$ cat config.mk
export PLATFORM = sky130hd
export DESIGN_NAME = counter_sequencer
export DESIGN_NICKNAME = d
export VERILOG_FILES = /design/src/rtl/counter_seq_pkg.sv /design/src/rtl/seq_counter_core.sv /design/src/rtl/counter_sequencer.sv
export SDC_FILE = /design/constraint.sdc
export NUM_CORES = 1
export LEC_CHECK = 0
export BUFFER_PORTS_ARGS = -buffer_cell sky130_fd_sc_hd__buf_2
export CORE_MARGIN = 1
export CORE_UTILIZATION = 47
export CTS_CLUSTER_DIAMETER = 150
export CTS_CLUSTER_SIZE = 25
export DETAILED_ROUTE_END_ITERATION = 12
export PLACE_DENSITY = 0.72
export SYNTH_ARGS = -nofsm -noshare
export SYNTH_HDL_FRONTEND = slang
export SYNTH_SLANG_ARGS = --single-unit
export TNS_END_PERCENT = 10
$ cat constraint.sdc
create_clock -name clock -period 1.71 [get_ports clock]
set_input_delay 0.4275 -clock clock [delete_from_list [all_inputs] [get_ports clock]]
set_output_delay 0.4275 -clock clock [all_outputs]
set_load 0.01 [all_outputs]
$ cat src/rtl/counter_seq_pkg.sv
// Shared definitions for the counter sequencer: state encoding and default width.
package counter_seq_pkg;

  localparam int WIDTH_DEFAULT = 4;

  typedef enum logic [1:0] {
    ST_IDLE  = 2'd0,
    ST_RUN   = 2'd1,
    ST_PAUSE = 2'd2,
    ST_DONE  = 2'd3
  } seq_state_t;

endpackage

$ cat src/rtl/seq_counter_core.sv
// WIDTH-bit up/down counter register with synchronous load and count enable.
module seq_counter_core #(
  parameter int WIDTH = 4
) (
  input  logic             clock,
  input  logic             reset,
  input  logic             load,
  input  logic [WIDTH-1:0] din,
  input  logic             enable,
  input  logic             up,
  output logic [WIDTH-1:0] count
);

  // Load takes precedence over stepping; stepping wraps modulo 2^WIDTH.
  always_ff @(posedge clock) begin
    if (reset) begin
      count <= '0;
    end else if (load) begin
      count <= din;
    end else if (enable) begin
      count <= up ? count + WIDTH'(1) : count - WIDTH'(1);
    end
  end

endmodule

$ cat src/rtl/counter_sequencer.sv
// Run-control FSM that turns a loadable counter into a one-shot or periodic timer.
module counter_sequencer
  import counter_seq_pkg::*;
#(
  parameter int WIDTH = WIDTH_DEFAULT
) (
  input  logic             clock,
  input  logic             reset,
  input  logic             start,
  input  logic             stop,
  input  logic             hold,
  input  logic             dir_up,
  input  logic             periodic,
  input  logic [WIDTH-1:0] load_val,
  input  logic [WIDTH-1:0] term_val,
  output logic [WIDTH-1:0] count,
  output logic             tc,
  output logic             busy,
  output logic             done
);

  seq_state_t       state, state_next;
  logic [WIDTH-1:0] sh_load, sh_term;
  logic             sh_up, sh_periodic;
  logic             latch_cfg;
  logic             core_load, core_en;
  logic [WIDTH-1:0] core_din;
  logic             tc_next;

  seq_counter_core #(.WIDTH(WIDTH)) u_core (
    .clock  (clock),
    .reset  (reset),
    .load   (core_load),
    .din    (core_din),
    .enable (core_en),
    .up     (sh_up),
    .count  (count)
  );

  // Decision order: stop, then start, then per-state hold/step behaviour.
  always_comb begin
    state_next = state;
    latch_cfg  = 1'b0;
    core_load  = 1'b0;
    core_din   = sh_load;
    core_en    = 1'b0;
    tc_next    = 1'b0;
    if (stop) begin
      state_next = ST_IDLE;
      core_load  = 1'b1;
      core_din   = '0;
    end else if (start) begin
      state_next = ST_RUN;
      latch_cfg  = 1'b1;
      core_load  = 1'b1;
      core_din   = load_val;
    end else begin
      case (state)
        ST_RUN: begin
          if (hold) begin
            state_next = ST_PAUSE;
          end else if (count == sh_term) begin
            tc_next = 1'b1;
            if (sh_periodic) core_load = 1'b1;
            else             state_next = ST_DONE;
          end else begin
            core_en = 1'b1;
          end
        end
        ST_PAUSE: begin
          if (!hold) state_next = ST_RUN;
        end
        default: begin
        end
      endcase
    end
  end

  always_ff @(posedge clock) begin
    if (reset) begin
      state       <= ST_IDLE;
      sh_load     <= '0;
      sh_term     <= '0;
      sh_up       <= 1'b0;
      sh_periodic <= 1'b0;
      tc          <= 1'b0;
      busy        <= 1'b0;
      done        <= 1'b0;
    end else begin
      state <= state_next;
      tc    <= tc_next;
      busy  <= (state_next == ST_RUN) || (state_next == ST_PAUSE);
      done  <= (state_next == ST_DONE);
      if (latch_cfg) begin
        sh_load     <= load_val;
        sh_term     <= term_val;
        sh_up       <= dir_up;
        sh_periodic <= periodic;
      end
    end
  end

endmodule

### Word-level counts from Yosys, hierarchy flattened

Index checks and enable logic that the tools add are counted.

| word-level totals | value |
|---|---|
| input bits | 15 |
| flip-flop bits (word level) | 19 |
| logic and storage cells | 47 |
| output and inout port bits | 7 |

| cells by class | value |
|---|---|
| add/subtract/negate cells | 2 |
| reductions and logical operators | 3 |
| bitwise gates (word level) | 1 |
| equal/unequal tests | 6 |
| muxes and demuxes | 26 |

Operators with widths:

| cell | count |
|---|---|
| two-way mux 4 bit | 5 |
| two-way mux 1 bit | 14 |
| two-way mux 2 bit | 6 |
| == test 2 bit, second input constant | 3 |
| OR reduction 5 bit | 1 |
| adder 4 x 1 -> 4 bit, second input constant | 1 |
| == test 2 x 1 -> 1 bit, second input constant | 2 |
| == test 4 bit | 1 |
| one-hot mux 2 bit (2 select lines) | 1 |
| subtractor 4 x 1 -> 4 bit, second input constant | 1 |
| nonzero test 2 bit | 1 |
| logical OR 1 bit | 1 |
| NOT 1 bit | 1 |

### Longest topological paths before layout

Gate-level depths: netlist of run 1.

| depth | value |
|---|---|
| word-level depth | 8 |
| mapped depth | 8 |
| gate-level depth less buffers | 8 |

### Hierarchy

A second synthesis of run 1 with hierarchy kept.

| second synthesis, totals | value |
|---|---|
| cell total of the unflattened synthesis | 127 |
| area, all modules | 1077.3 µm² |

By module, submodules not included:

| module | cells an instance | instances | area an instance (µm²) |
|---|---|---|---|
| counter_sequencer | 97 | 1 | 782.0 |
| seq_counter_core | 30 | 1 | 295.3 |

### Least setup slack after synthesis of run 1

No wires, ideal clock.

| timing | value |
|---|---|
| path kind | register -> register |
| from | reg state[0] |
| to | reg busy |
| path buffers | 0 |
| setup time | 126 ps |
| path slack | -51 ps |
| arrival time | 1635 ps |
| data required time | 1584 ps |
| cell stages (with the launch flop) | 8 |
| period minus slack after synthesis | 1761 ps |
| path through | dfxtp_1 > inv_1 > ha_1 > nand2b_1 > a221o_1 > nor2b_1 > ha_1 > nor2b_1 |

| on the way | value |
|---|---|
| longest elaborated chain between the ends | 8 |

Ends and longest elaborated chain:

| item | RTL line | text |
|---|---|---|
| start, declared | counter_sequencer.sv:22 | `seq_state_t state, state_next;` |
| start signal, assigned | counter_sequencer.sv:90 | `state <= state_next;` |
| two-way mux 2 bit | counter_sequencer.sv:64 | `if (sh_periodic) core_load = 1'b1;` |
| two-way mux 2 bit | counter_sequencer.sv:62 | `end else if (count == sh_term) begin` |
| two-way mux 2 bit | counter_sequencer.sv:60 | `if (hold) begin` |
| one-hot mux 2 bit (2 select lines) (*) | counter_sequencer.sv:58 | `case (state)` |
| two-way mux 2 bit (*) | counter_sequencer.sv:52 | `end else if (start) begin` |
| two-way mux 2 bit (*) | counter_sequencer.sv:48 | `if (stop) begin` |
| via state_next[0] | counter_sequencer.sv:22 |  |
| == test 2 x 1 -> 1 bit or == test 2 bit (tied branches) | counter_sequencer.sv:92 | `busy <= (state_next == ST_RUN) \|\| (state_next == ST_PAUSE);` |
| logical OR 1 bit (*) | counter_sequencer.sv:92 |  |
| end signal, assigned | counter_sequencer.sv:92 |  |
| end, declared | counter_sequencer.sv:18 | `output logic busy,` |

The timed path passes the listed nets; every way through them passes the cells marked *.
A chain may end at the register's enable or synchronous reset.

### Worst setup path after layout of run 1

Ends and elaborated chain as after synthesis.

==> out/results.tsv, run 1 <==
metric	value	unit
critical_path.max_fanout	4	
vdd_drop_max	0.4798	mV
final_net_count	179	
power_per_cell_area	655.2	mW/mm^2
netlist_top_cells_area	dfxtp_1 (37%), nand2_1 (9.1%), ha_1 (6.1%), a21oi_1 (5.9%), xnor2_1 (5.1%)	
antenna_left	0	
synth_top_cell_by_area	dfxtp_1	
detailed_route_drc_error_count	0	
setup_repair_after_global_routing_missed_its_margin	yes	
post_synth_instance_area	0.001026	sq mm
timing.critical_path.mode_cell	ha_4	
slowest_stage	dfxtp_2	
antenna_found_initial	0	
final_period_minus_worst_setup_slack	1.708	ns
synth-async-reset-ratio	0	%
grt_first_pass_wirelength	3767	um
cts_tree	built	
arrival	1.90	ns
critical_path.endpoint_type	register	
preCtsSetupSlack	-0.07527	ns
detailroute.via_count	998	
placedInstanceArea	0.001246	sq mm
min-delay-path-class	primary input to register	
cts.sink_count	19	
synth.top_cells.by_count	nand2_1 (25), dfxtp_1 (19), a21oi_1 (12)	
share_of_post_route_cells_with_drive_strength_above_1	45.22	%
synth_top_area_share	37.07	%
synth_edf_count	0	
count_of_input_and_output_buffers	21	
totalPowerFinal	0.0009403	W
die_w	48.72	um
fin_worst_skew	0.0008754	ns
clock.fmax	585.6	MHz
globalplace.congestion	0.7808	
diodes	0	
critical-path-max-stage-delay	0.36	ns
transition_time_of_the_tightest_slew_check_pin	0.3916	ns
power.leakage	0.5918	nW
netlist-cell-type-count	33	
most_numerous_cell_in_the_yosys_netlist	nand2_1	
outcome	completed	
core_region_area	0.002002	sq mm
detail_route.first_pass.iterations	4	
chipHeight	48.72	um
layout_setup_ws	0.002282	ns
htree_levels	1	
groute.usage.overall	20.56	%
yosys_warnings	0	
start_util	51.25	%
setup_violations	0	
maxCapViolCount	0	
final_util	71.69	%
avgSynthCellArea	8.479	sq um
timing.critical_path.required	1.90	ns
critical_setup_path_kind	register to register	
cts_inserted_buffers	3	
cts.root.buffer_cell	clkbuf_4	
hpwl	1703	um
overflow_after_grt	0	
detail_route.vias_per_cell	5.424	
area_growth	39.88	%
fill_cells	164	
design.die.area	0.002374	sq mm
synth.net_count	142	
final_hold_vios	0	
timing.final.max_slew_violations	0	
timing.critical_path.from_type	register	
yosys_register_bits	19	
worst_setup_hold_path_clk_slew	0.11	ns
ordered_list_of_cells_on_the_worst_path	inv_2, ha_4, nand2b_4, a221o_1, nor2b_4, ha_4, nor2b_1	
route.final.wire_length	2465	um
max-slew-margin-rel	73.89	%
num_rows	16	
drt-initial-drc-count	14	
drt-wirelength-per-cell	13.40	um
final_cell_area	0.001435	sq mm
clk-insertion-delay-late	0.29	ns
top_reg_cell_synth	dfxtp_1	
finalCritPeriodShare	99.87	%
maximum_number_of_pins_on_one_net_before_global_route_repair	18	
clk_path_buf_depth	2	
top_level_ports	22	
synthesis.instances	121	
grt_pass1_vias	831	
ys_seq_area_share	37.07	%
tns	0	ns
power by group:
part / total (W) / internal [W] / switching (W)
Sequential: 0.000476 / 0.000460 / 0.0000169
Combinational: 0.000238 / 0.000122 / 0.000116
Clock: 0.000226 / 0.0000906 / 0.000135
path summary, 6_finish.rpt:
path / start / slack [ns] / to / depth (start not counted)
setup / recovery: state[0] / 0.002 / busy / 7
hold / removal: dir_up / 0.36 / sh_up / 3
setup reg to reg: state[0] / 0.002 / busy / 7
hold reg to reg: sh_load[1] / 0.48 / sh_load[1] / 2
through the flow:
stage	cells	hold WS [ns]
floorplan	121	0.4365
global placement	175	0.4439
detailed placement	175	0.4570
CTS	179	0.3520
global route	184	0.3552
finish	184	0.3594
registers in the layout (all words and copies together) (netlist names):
signal	cells
state	2
sh_term	4
sh_load	4
done	1
u_core.count	4
sh_periodic	1
busy	1
tc	1
sh_up	1
metal layers:
layer / track usage (%) / routed length, um
met5: 0 / 0
met4: 4.412 / 17
met3: 3.774 / 96
met2: 32.64 / 1215
met1: 28.91 / 1136
cells by family after synthesis:
group / count (synthesis) / share of synthesized area (%)
AO/OA/AOI/OAI: 28 / 17.68
adder cells (fa/ha/maj): 6 / 8.049
multiplexers: 1 / 1.097
buffers and inverters: 10 / 4.511
AND/OR/NAND/NOR: 51 / 26.46
flip-flops: 19 / 37.07
XOR/XNOR: 6 / 5.122
repair_timing:
item	CTS	global route
resized for setup	8	22
hold buffers	0	0
pin swaps	3	7
buffers inserted	0	5
setup endpoints to repair	4	5
worst max-delay path: cells and delay by family (launching register included):
kind / cells / cell delay (ns)
adders and majority gates: 2 / 0.45
buffers and inverters: 1 / 0.05
and+or+nand+nor: 3 / 0.41
DFF: 1 / 0.36
AOI/OAI and AO/OA: 1 / 0.34
layout by cell type, fill, tap and decap left out, drive strengths merged, types with 4 or more instances in the layout:
cell     n
a21oi   12
buf     38
clkbuf   4
dfxtp   19
ha       5
inv      4
nand2   25
nor2b    7
nor3b    5
xnor2    6
final cells by class:
type	instances	area, sq um	share of cell area [%]
clock buffer	4	26.28	1.831
inverter	4	17.52	1.221
multi-input combinational	92	719.4	50.13
sequential	19	394.1	27.46
tap	27	33.78	2.354
timing repair buffer	38	244.0	17.00
Note: power is estimated with default switching activity, not from simulation.
==> run 2: changes to the inputs <==
Settings changed: CORE_UTILIZATION 47 to 48, PLACE_DENSITY 0.72 to 0.73, SYNTH_HIERARCHICAL set to 1.
==> out/results.tsv, run 2 <==
metric	value	unit
leading_cell_types_in_the_layout_fill_and_taps_excluded	nand2_1 (23), buf_2 (21), buf_4 (20), a21oi_1 (14), dfxtp_1 (12)	
crit-reg2reg-launch	u_core/count[1]	
post_cts_hold_buffer_count	0	
outcome	complete, but fails checks	
globalplace.congestion	0.7728	
hold_start	term_val[0]	
synth_top_cell_by_area	dfxtp_1	
min-delay-path-class	primary input to register	
netlist_top_cells_area	dfxtp_1 (35%), nand2_1 (8.0%), a21oi_1 (7.4%), ha_1 (5.8%), mux2i_1 (5.6%)	
yosys_warnings	6	
transition_time_of_the_tightest_slew_check_pin	0.3499	ns
drt-wirelength-per-cell	13.55	um
reg2reg_depth	6	
vdd_drop_max	0.4895	mV
htree_levels	1	
power_per_cell_area	620.6	mW/mm^2
ys_seq_area_share	35.31	%
timing.critical_path.from_type	register	
top_level_ports	22	
cts_inserted_buffers	3	
hpwl	1875	um
netlist-cell-type-count	32	
timing.critical_path.max_delay_family	compound AO/OA/AOI/OAI gates	
worst_hold_slack	0.3507	ns
drt-initial-drc-count	25	
synthesis.instances	127	
tns	-0.5161	ns
grt_pass1_vias	974	
synth-async-reset-ratio	0	%
critical-path-max-stage-delay	0.35	ns
final_net_count	189	
failed_checks	setup timing	
layout_top_registers	sh_load x4, sh_term x4, u_core/count x4	
worst_setup_hold_path_clk_slew	0.10	ns
chipHeight	49.38	um
globalRouteMet1Util	27.67	%
antenna_left	0	
detail_route.first_pass.iterations	4	
layout.cells.non_filler	194	
max-slew-margin-rel	76.67	%
met3_usage	4.050	%
overflow_after_grt	0	
arrival	2.07	ns
gr-usage-met2	44.06	%
grt_busiest_layer	met2	
finalCritPeriodShare	109.3	%
num_rows	16	
maxCapViolCount	0	
core_region_area	0.002042	sq mm
rr_endpoint	u_core/count[3]	
layout.cells.most_common	nand2_1	
holdPathEnd	sh_term[0]	
timing.reg2reg.setup_slack	-0.16	ns
yosys_register_bits	19	
cts_tree	built	
critical_path.endpoint_type	register	
detailed_route_drc_error_count	0	
die_w	49.38	um
final_period_minus_worst_setup_slack	1.870	ns
synth_top_area_share	35.31	%
cp_num_buf_inv	0	
cts.root.buffer_cell	clkbuf_4	
avgSynthCellArea	8.483	sq um
share_of_post_route_cells_with_drive_strength_above_1	42.51	%
top_reg_cell_synth	dfxtp_1	
fin_worst_skew	0.002516	ns
design.die.area	0.002438	sq mm
count_of_input_and_output_buffers	21	
ordered_list_of_cells_on_the_worst_path	xor2_2, nor4_4, a311o_1, or3b_1, a21oi_2, a311o_2	
post_synth_instance_area	0.001077	sq mm
synth.top_cells.by_count	nand2_1 (23), dfxtp_1 (19), a21oi_1 (16)	
clk_path_buf_depth	2	
start_util	52.76	%
timing.final.max_slew_violations	0	
antenna_found_initial	0	
detail_route.vias_per_cell	5.335	
diodes	0	
synth_edf_count	0	
clk-insertion-delay-late	0.30	ns
power.leakage	0.6559	nW
route.final.wire_length	2628	um
layout_setup_ws	-0.1596	ns
groute.usage.overall	24.36	%
setup_repair_after_global_routing_missed_its_margin	yes	
most_numerous_cell_in_the_yosys_netlist	nand2_1	
slowest_stage	dfxtp_2	
number_of_cells_in_the_design_after_placement	187	
clock.fmax	534.9	MHz
hold-path-cell-count	3	
final_hold_vios	0	
maximum_number_of_pins_on_one_net_before_global_route_repair	13	
critical_path.max_fanout	5	
grt_first_pass_wirelength	4374	um
area_growth	35.89	%
preCtsSetupSlack	-0.2155	ns
critical_setup_path_kind	register to register	
cts.sink_count	19	
synth.net_count	148	
detailroute.via_count	1035	
timing.critical_path.required	1.91	ns
setup_violations	7	
## run 2: cell types whose count changed in the layout (fill, tap and decap cells not counted), sizes merged, moves of 3 or more
cell / before / now
nor2b: 7 / 4
mux2i: 0 / 6
a21oi: 12 / 16
nor2: 2 / 9
buf: 38 / 42
nand2b: 3 / 6
nor3b: 5 / 1
xor2: 0 / 5
xnor2: 6 / 2
## run 2: worst reg2reg max path, delay by kind of cell (launching register included)
kind | cells | cell delay (ns)
xor+xnor | 1 | 0.18
compound gates | 3 | 0.73
flops | 1 | 0.35
simple gates | 2 | 0.50
## run 2: what timing repair did
action                                 CTS  global route
gates resized for setup                 16             4
cloned                                   0             0
pin swaps                                7             5
endpoints found under the hold margin    0             0
setup endpoints to repair                6             6
buffers inserted                         3             0
## run 2: kinds of logic after synthesis
logic type,count (synthesis),share of synthesized area (%)
AND/OR/NAND/NOR,55,26.37
AO/OA/AOI/OAI,23,13.70
flip-flops,19,35.31
buffers and inverters,10,4.645
XOR/XNOR,7,5.691
multiplexers,7,6.620
adder cells (fa/ha/maj),6,7.666
## run 2: cell type report
type	count	area, sq um
Multi-Input combinational cell	98	728.2
Fill cell	159	578.1
Sequential cell	19	394.1
Timing Repair Buffer	42	266.5
Tap cell	27	33.78
Clock buffer	4	26.28
Inverter	4	15.01
## run 2: worst max-delay path by stage
stage                    start         endpoint  cells past startpoint
2_1_floorplan  u_core/count[1]  u_core/count[3]                      7
3_3_place_gp          state[1]  u_core/count[3]                      7
3_5_place_dp          state[1]  u_core/count[3]                      7
4_1_cts             sh_term[3]  u_core/count[3]                      6
5_1_grt        u_core/count[1]  u_core/count[3]                      6
6_report       u_core/count[1]  u_core/count[3]                      6
## run 2: layer usage
layer | wire [um] | up-vias | share of wire (%)
met4 | 50 | 0 | 1.9
met5 | 0 | - | 0
met2 | 1405 | 36 | 53
li1 | - | 509 | -
met3 | 132 | 5 | 5.0
met1 | 1041 | 485 | 40
## run 2: through the flow
stage | power (W) | cell area, sq um | util [%]
floorplan | 0.0005912 | 1089 | -
global placement | 0.0006605 | 1328 | 65.01
detailed placement | 0.0006682 | 1328 | 65.01
CTS | 0.0009089 | 1449 | 70.96
global route | 0.0009620 | 1464 | 71.69
finish | 0.0009085 | 1464 | 71.69
## run 2: power breakdown
part	total (W)	switching, W	internal, W
sequential	0.000473	0.0000152	0.000458
combinational	0.000207	0.000104	0.000103
clock	0.000228	0.000137	0.0000911
